--- src/rtl/pipelined_bit_population_counter.sv ---
`timescale 1ns/1ps
// Pipelined population counter with a per-beat ones/zeros mode and a
// per-packet saturating accumulator.
//   stage 1: mode applied, per-chunk popcounts registered
//   stage 2: chunk counts summed into data_o
//   stage 3: running packet sum, reported on the eop beat
module pipelined_bit_population_counter #(
  parameter int WIDTH     = 32,
  parameter int CHUNK     = 8,
  parameter int ACC_WIDTH = 16
) (
  input  logic                     clk,
  input  logic                     srst_n_i,
  input  logic [WIDTH-1:0]         data_i,
  input  logic                     data_val_i,
  input  logic                     data_mode_i,
  input  logic                     data_eop_i,
  output logic [$clog2(WIDTH):0]   data_o,
  output logic                     data_val_o,
  output logic [ACC_WIDTH-1:0]     acc_o,
  output logic                     acc_val_o,
  output logic                     acc_ovf_o
);

  localparam int NCHUNK = WIDTH / CHUNK;
  localparam int CW     = $clog2(CHUNK) + 1;
  localparam int OW     = $clog2(WIDTH) + 1;
  // Sum width is one bit wider than the larger operand so overflow is visible.
  localparam int SW     = ((ACC_WIDTH > OW) ? ACC_WIDTH : OW) + 1;
  localparam logic [ACC_WIDTH-1:0] ACC_MAX = '1;

  // Popcount of one chunk.
  function automatic logic [CW-1:0] popcount_chunk(input logic [CHUNK-1:0] v);
    logic [CW-1:0] c;
    c = '0;
    for (int b = 0; b < CHUNK; b++) begin
      c = c + CW'(v[b]);
    end
    return c;
  endfunction

  // ---------------- stage 1 ----------------
  logic [WIDTH-1:0]            word;
  logic [NCHUNK-1:0][CW-1:0]   chunk_cnt_next;
  logic [NCHUNK-1:0][CW-1:0]   chunk_cnt_reg;
  logic                        s1_val_reg;
  logic                        s1_eop_reg;

  // Zeros are counted as ones of the inverted word.
  assign word = data_mode_i ? ~data_i : data_i;

  generate
    for (genvar gi = 0; gi < NCHUNK; gi++) begin : g_chunk
      assign chunk_cnt_next[gi] = popcount_chunk(word[gi*CHUNK +: CHUNK]);
    end
  endgenerate

  // Register per-chunk counts with their valid/eop qualifiers.
  always_ff @(posedge clk) begin
    if (!srst_n_i) begin
      chunk_cnt_reg <= '0;
      s1_val_reg    <= 1'b0;
      s1_eop_reg    <= 1'b0;
    end else begin
      s1_val_reg <= data_val_i;
      s1_eop_reg <= data_val_i & data_eop_i;
      if (data_val_i) begin
        chunk_cnt_reg <= chunk_cnt_next;
      end
    end
  end

  // ---------------- stage 2 ----------------
  logic [OW-1:0] beat_sum;
  logic          s2_eop_reg;

  // Adder tree over the registered chunk counts.
  always_comb begin
    beat_sum = '0;
    for (int i = 0; i < NCHUNK; i++) begin
      beat_sum = beat_sum + OW'(chunk_cnt_reg[i]);
    end
  end

  // Register the beat count; data_o holds when no beat is present.
  always_ff @(posedge clk) begin
    if (!srst_n_i) begin
      data_o     <= '0;
      data_val_o <= 1'b0;
      s2_eop_reg <= 1'b0;
    end else begin
      data_val_o <= s1_val_reg;
      s2_eop_reg <= s1_val_reg & s1_eop_reg;
      if (s1_val_reg) begin
        data_o <= beat_sum;
      end
    end
  end

  // ---------------- stage 3 ----------------
  logic [ACC_WIDTH-1:0] run_reg;
  logic                 ovf_reg;
  logic [SW-1:0]        acc_sum;
  logic                 acc_over;
  logic [ACC_WIDTH-1:0] acc_sat;

  // Running sum plus this beat, clamped to the accumulator range.
  always_comb begin
    acc_sum  = SW'(run_reg) + SW'(data_o);
    acc_over = (acc_sum > SW'(ACC_MAX));
    acc_sat  = acc_over ? ACC_MAX : acc_sum[ACC_WIDTH-1:0];
  end

  // Accumulate each beat; on eop publish the total and restart from zero.
  always_ff @(posedge clk) begin
    if (!srst_n_i) begin
      run_reg   <= '0;
      ovf_reg   <= 1'b0;
      acc_o     <= '0;
      acc_val_o <= 1'b0;
      acc_ovf_o <= 1'b0;
    end else begin
      acc_val_o <= 1'b0;
      if (data_val_o) begin
        if (s2_eop_reg) begin
          acc_o     <= acc_sat;
          acc_ovf_o <= ovf_reg | acc_over;
          acc_val_o <= 1'b1;
          run_reg   <= '0;
          ovf_reg   <= 1'b0;
        end else begin
          run_reg <= acc_sat;
          ovf_reg <= ovf_reg | acc_over;
        end
      end
    end
  end

endmodule
--- config.mk ---
export PLATFORM = sky130hd
export DESIGN_NAME = pipelined_bit_population_counter
export DESIGN_NICKNAME = d
export VERILOG_FILES = /design/src/rtl/pipelined_bit_population_counter.sv
export SDC_FILE = /design/constraint.sdc
export NUM_CORES = 1
export LEC_CHECK = 0
export CAP_MARGIN = 40
export CORE_ASPECT_RATIO = 1.25
export CORE_MARGIN = 10
export CORE_UTILIZATION = 40
export DETAILED_ROUTE_END_ITERATION = 16
export SYNTH_ARGS = -nofsm -noshare
export SYNTH_HDL_FRONTEND = slang
export SYNTH_SLANG_ARGS = --single-unit
--- constraint.sdc ---
create_clock -name clk -period 8.7 [get_ports clk]
set_input_delay 2.175 -clock clk [delete_from_list [all_inputs] [get_ports clk]]
set_output_delay 2.175 -clock clk [all_outputs]
set_load 0.02 [all_outputs]
==> results.sh, run 1 <==
export IMPL_drc=0
export IMPL_hpwlAfterDp_mm=7.14
export IMPL_hold_viol=0
export IMPL_leakage_nw=2.04
export IMPL_via_count=3019
export IMPL_routedWlPerCell_um=15.0
export IMPL_die_y_um=130
export IMPL_ys_seq_area_share_pct=31.6
export IMPL_max_freq_mhz=181
export IMPL_cap_violations=0
export IMPL_path_cells="clkdlybuf4s50_1 -> buf_4 -> xor2_1 -> fa_1 -> fa_1 -> fa_1 -> ha_1 -> inv_1 -> fa_1 -> xnor2_1 -> mux2i_1 -> nor2_1"
export IMPL_fin_setup_tns_ps=0
export IMPL_cts_resized=0
export IMPL_rr_worst_depth=9
export IMPL_postRouteAntennaNets=0
export IMPL_grt_pass1_wl_mm=14.7
export IMPL_finClkSkew_ps=5.98
export IMPL_worst_slew_pin_slew_ps=575
export IMPL_post_cts_buffers=0
export IMPL_netlist_top_cells_count="dfxtp_1, nor2_1, xor2_1, a21oi_1, inv_1"
export IMPL_ios=62
export IMPL_start_util_pct=40.7
export IMPL_hold_path_depth=2
export IMPL_synth_area_leader_cell="dfxtp_1"
export IMPL_status="complete, no violations"
export IMPL_grt_overflow=0
export IMPL_synth_edf_count=0
export IMPL_io_buffer_count=61
export IMPL_grt_use_total_pct=13.3
export IMPL_gp_routability_congestion=0.827
export IMPL_clk_latency_ps=330
export IMPL_root_buffer="clkbuf_16"
export IMPL_die_x_um=108
export IMPL_ys_seq_elements=61
export IMPL_postSynthNetCount=494
export IMPL_drive_gt1_share_pct=7.02
export IMPL_grt_pass1_vias=3142
export IMPL_ys_async_sr_fraction_pct=0
export IMPL_die_area_um2=14000
export IMPL_yosysWarnings=0
export IMPL_ys_flop_type="dfxtp_1"
export IMPL_fin_crit_sh_pct=63.4
export IMPL_period_minus_slack_ps=5510
export IMPL_cts_tree="built"
export IMPL_critPathCaptureType="register"
export IMPL_htree_levels=3
export IMPL_antenna_found_initial=0
export IMPL_hold_buffers=0
export IMPL_required_ps=8910
export IMPL_cpPeakStageDelay_ps=560
export IMPL_yosys_area_top_type_share_pct=31.6
export IMPL_slew_violations=0
export IMPL_synth_area_per_cell_um2=9.46
export IMPL_clockBufferDepth=2
export IMPL_grt_max_degree=33
export IMPL_synth_area_um2=3870
export IMPL_ir_worst_vdd_mv=0.109
export IMPL_relSlewSlack_pct=61.6
export IMPL_clk_transition_reported_paths_ps=50
export IMPL_numCtsBuffers=9
export IMPL_synthCells=409
export IMPL_nets=550
export IMPL_routed_wl_mm=8.92
export IMPL_synth_most_common_cell="dfxtp_1"
export IMPL_dp_cells=580
export IMPL_fin_cells=596
export IMPL_cpMostUsedCell="fa_1"
export IMPL_core_area_um2=9510
export IMPL_num_antenna_cells=0
export IMPL_synth_area_top_cells="dfxtp_1, fa_1, xor2_1"
export IMPL_area_growth_pct=26.8
export IMPL_fin_ws_ps=3190
export IMPL_dr_first_iter_drc_count=91
export IMPL_dp_slack_ps=2800
export IMPL_row_count=40
export IMPL_avgViaCountPerCell=5.07
export IMPL_critPathKind="in2reg"
export IMPL_cp_arrival_ps=5720
export IMPL_cts_sinks=61
export IMPL_fill_cells=910
export IMPL_path_max_fanout=32
export IMPL_rsz0062_at_grt="no"
export IMPL_ys_types=50
export IMPL_start_kind="input pin"
export IMPL_slowest_stage="fa_1"
export IMPL_drt_first_pass_iters=4
export IMPL_min_path_type="reg2reg"
export IMPL_setup_violations=0
export IMPL_p_per_area_nw_per_um2=217
==> layout make-up <==
class / count / area, µm² / area share, %
sequential: 61 / 1220 / 24.9
clock inverter: 4 / 45.0 / 0.918
clock buffer: 12 / 267 / 5.43
tap: 126 / 158 / 3.21
multi-input combinational: 300 / 2460 / 50.1
timing repair buffer: 67 / 663 / 13.5
inverter: 26 / 97.6 / 1.99
==> layer usage <==
layer  vias up  routed length (µm)  share of wire, %  global-route usage [%]
met5         -                   0                 0                       0
met1      1419                3530                40                    13.5
met3        14                 452               5.1                    4.14
met4         0                 190               2.1                    5.43
li1       1523                   -                 -                       -
met2        63                4740                53                    24.4
==> report_power, final <==
group,switching [mW],internal [mW],total (mW)
Clock,0.123,0.243,0.366
Combinational,0.184,0.179,0.363
Sequential,0.0263,0.307,0.334
==> worst paths after layout <==
path,end,start,slack [ps]
setup / recovery,chunk_cnt_reg[6]$_SDFFE_PN0P_,data_mode_i,3190
hold / removal,acc_o[8]$_SDFFE_PN0P_,acc_o[8]$_SDFFE_PN0P_,450
setup reg to reg,acc_o[10]$_SDFFE_PN0P_,data_o[0]$_SDFFE_PN0P_,6120
hold reg to reg,acc_o[8]$_SDFFE_PN0P_,acc_o[8]$_SDFFE_PN0P_,450
==> cells by family (layout without fill, tap and decap cells) <==
logic type               count (synthesis)  in the layout  share of synthesized area (%)
flip-flops                              61             61                           31.6
adder cells (fa/ha/maj)                 48             48                           20.4
buffers and inverters                   48            109                           4.95
AND/OR/NAND/NOR                        100            100                           13.1
XOR/XNOR                                42             42                           9.51
AO/OA/AOI/OAI                           94             94                           16.4
multiplexers                            16             16                           4.14
==> cell usage in the layout, fill, tap and decap left out, drive strengths merged, types with 2 or more instances in the layout <==
| master | netlist | final |
|---|---|---|
| nand3 | 12 | 12 |
| nor3 | 7 | 7 |
| clkinv | 0 | 3 |
| o31ai | 5 | 5 |
| a31o | 2 | 2 |
| nand2b | 5 | 5 |
| and2 | 4 | 4 |
| nor4 | 2 | 2 |
| ha | 23 | 23 |
| a211oi | 8 | 8 |
| xor2 | 33 | 33 |
| clkbuf | 15 | 12 |
| nand4 | 2 | 2 |
| o21a | 4 | 4 |
| xnor2 | 9 | 9 |
| o21ai | 21 | 21 |
| a21o | 7 | 7 |
| buf | 7 | 6 |
| inv | 26 | 26 |
| o31a | 2 | 2 |
| fa | 25 | 25 |
| a311oi | 4 | 4 |
| clkdlybuf4s50 | 0 | 61 |
| dfxtp | 61 | 61 |
| nor2 | 36 | 36 |
| nand2 | 22 | 22 |
| and3 | 8 | 8 |
| a21oi | 29 | 29 |
| mux2i | 16 | 16 |
| a31oi | 4 | 4 |
==> metrics by stage <==
stage               instance area (µm²)  utilization, %  hold WS (ps)  power [mW]
detailed placement                 4600            48.3           441       0.714
floorplan                          3870               -           437       0.596
CTS                                4910            51.6           456        1.08
global placement                   4580            48.2           440       0.692
finish                             4910            51.6           447        1.06
global route                       4910            51.6           471        1.15
==> critical path, delay by kind of cell <==
kind                     cells  cell delay (ps)
XOR/XNOR                     2              380
multiplexers                 1              130
adder cells (fa/ha/maj)      5             2090
buffers and inverters        3              910
AND/OR/NAND/NOR              1               50
Note: power is estimated with default switching activity, not from simulation.
==> inputs of run 2 (changes only) <==
Clock period 8.7 ns to 4.85 ns, I/O delays scaled along.
==> results.sh, run 2 (same netlist as run 1, synthesis figures left out) <==
export IMPL_relSlewSlack_pct=60.6
export IMPL_post_cts_buffers=0
export IMPL_cpMostUsedCell="fa_1"
export IMPL_cts_tree="built"
export IMPL_start_kind="input pin"
export IMPL_cp_arrival_ps=4600
export IMPL_status="complete, no violations"
export IMPL_grt_pass1_wl_mm=14.6
export IMPL_drt_first_pass_iters=4
export IMPL_fin_setup_tns_ps=0
export IMPL_worst_slew_pin_slew_ps=590
export IMPL_path_max_fanout=28
export IMPL_setup_violations=0
export IMPL_period_minus_slack_ps=4400
export IMPL_hold_viol=0
export IMPL_slowest_stage="fa_1"
export IMPL_cts_sinks=61
export IMPL_nets=551
export IMPL_core_area_um2=9510
export IMPL_grt_overflow=0
export IMPL_hold_buffers=0
export IMPL_slew_violations=0
export IMPL_antenna_found_initial=0
export IMPL_gp_routability_congestion=0.838
export IMPL_path_cells="clkdlybuf4s50_1 -> buf_12 -> xor2_1 -> fa_1 -> fa_1 -> fa_1 -> ha_1 -> inv_1 -> fa_1 -> xnor2_1 -> mux2i_1 -> nor2_1"
export IMPL_cts_resized=0
export IMPL_routed_wl_mm=8.88
export IMPL_clk_latency_ps=320
export IMPL_htree_levels=3
export IMPL_fin_ws_ps=449
export IMPL_finalPower_mw=1.88
export IMPL_fin_cells=597
export IMPL_cpPeakStageDelay_ps=550
export IMPL_die_y_um=130
export IMPL_ios=62
export IMPL_num_antenna_cells=0
export IMPL_path_buf_inv=3
export IMPL_drive_gt1_share_pct=6.79
export IMPL_routedWlPerCell_um=14.9
export IMPL_finalInstanceArea_um2=4910
export IMPL_postRouteAntennaNets=0
export IMPL_start_util_pct=40.7
export IMPL_ff_latch_area_um2=1220
export IMPL_finClkSkew_ps=5.87
export IMPL_numCtsBuffers=9
export IMPL_area_growth_pct=26.9
export IMPL_clockBufferDepth=2
export IMPL_drc=0
export IMPL_grt_use_total_pct=12.9
export IMPL_fill_cells=886
export IMPL_p_per_area_nw_per_um2=382
export IMPL_row_count=40
export IMPL_cap_violations=0
export IMPL_dp_slack_ps=75.9
export IMPL_dpl_cell_area_um2=4620
export IMPL_max_freq_mhz=227
export IMPL_leakage_nw=2.03
export IMPL_via_count=3032
export IMPL_die_area_um2=14000
export IMPL_grt_max_degree=32
export IMPL_min_path_type="reg2reg"
export IMPL_dp_cells=581
export IMPL_critPathTopFamily="adder cells"
export IMPL_required_ps=5050
export IMPL_dr_first_iter_drc_count=98
export IMPL_hpwlAfterDp_mm=7.09
export IMPL_critPathCaptureType="register"
export IMPL_ir_worst_vdd_mv=0.175
export IMPL_fin_crit_sh_pct=90.8
export IMPL_final_cell_mix="dfxtp_1, clkdlybuf4s50_1, nor2_1"
export IMPL_clk_transition_reported_paths_ps=50
export IMPL_multi_input_area_um2=2460
export IMPL_critPathKind="in2reg"
export IMPL_die_x_um=108
export IMPL_avgViaCountPerCell=5.08
export IMPL_rsz0062_at_grt="no"
export IMPL_io_buffer_count=61
export IMPL_root_buffer="clkbuf_16"
export IMPL_grt_pass1_vias=3106
[run 2: cell count changes in the layout (fill, tap and decap cells not counted), sizes merged]
cell and change:
buf +1, clkinv -1, clkinvlp +1
[run 2: final cells by class]
class                           instances  share of cell area, %
Multi-Input combinational cell        300                   50.0
Sequential cell                        61                   24.9
Timing Repair Buffer                   68                   13.9
Clock buffer                           12                   5.02
Tap cell                              126                   3.21
Inverter                               26                   1.99
Clock inverter                          4                  0.968
[run 2: path summary, 6_finish.rpt]
path | from | end | slack (ps) | depth (start not counted)
max | data_mode_i | chunk_cnt_reg[10]$_SDFFE_PN0P_ | 450 | 12
min | acc_o[14]$_SDFFE_PN0P_ | acc_o[14]$_SDFFE_PN0P_ | 450 | 2
max reg2reg | data_o[0]$_SDFFE_PN0P_ | acc_o[10]$_SDFFE_PN0P_ | 2210 | 9
min reg2reg | acc_o[14]$_SDFFE_PN0P_ | acc_o[14]$_SDFFE_PN0P_ | 450 | 2
[run 2: tightest hold or removal path, cell delays in order (launching register included)]
cell     delay [ps]
dfxtp_1         320
nand2_1          50
o31ai_1          50
[run 2: power breakdown]
part / internal [mW] / switching [mW]
logic: 0.321 / 0.330
registers: 0.551 / 0.0475
clock network: 0.410 / 0.216
total: 1.28 / 0.594
[run 2: metal layers]
layer	wire [µm]	GRT usage (%)	part of all wire, %	vias up
met2	4690	23.7	53	76
met5	0	0	0	-
met1	3460	13.3	39	1420
li1	-	-	-	1522
met4	239	5.35	2.7	0
met3	487	3.90	5.5	14
[run 2: per-stage QoR]
step	hold WS, ps	utilization [%]
2_1_floorplan	437	-
3_3_place_gp	440	48.4
3_5_place_dp	446	48.6
4_1_cts	458	51.6
5_1_grt	479	51.6
6_report	449	51.6
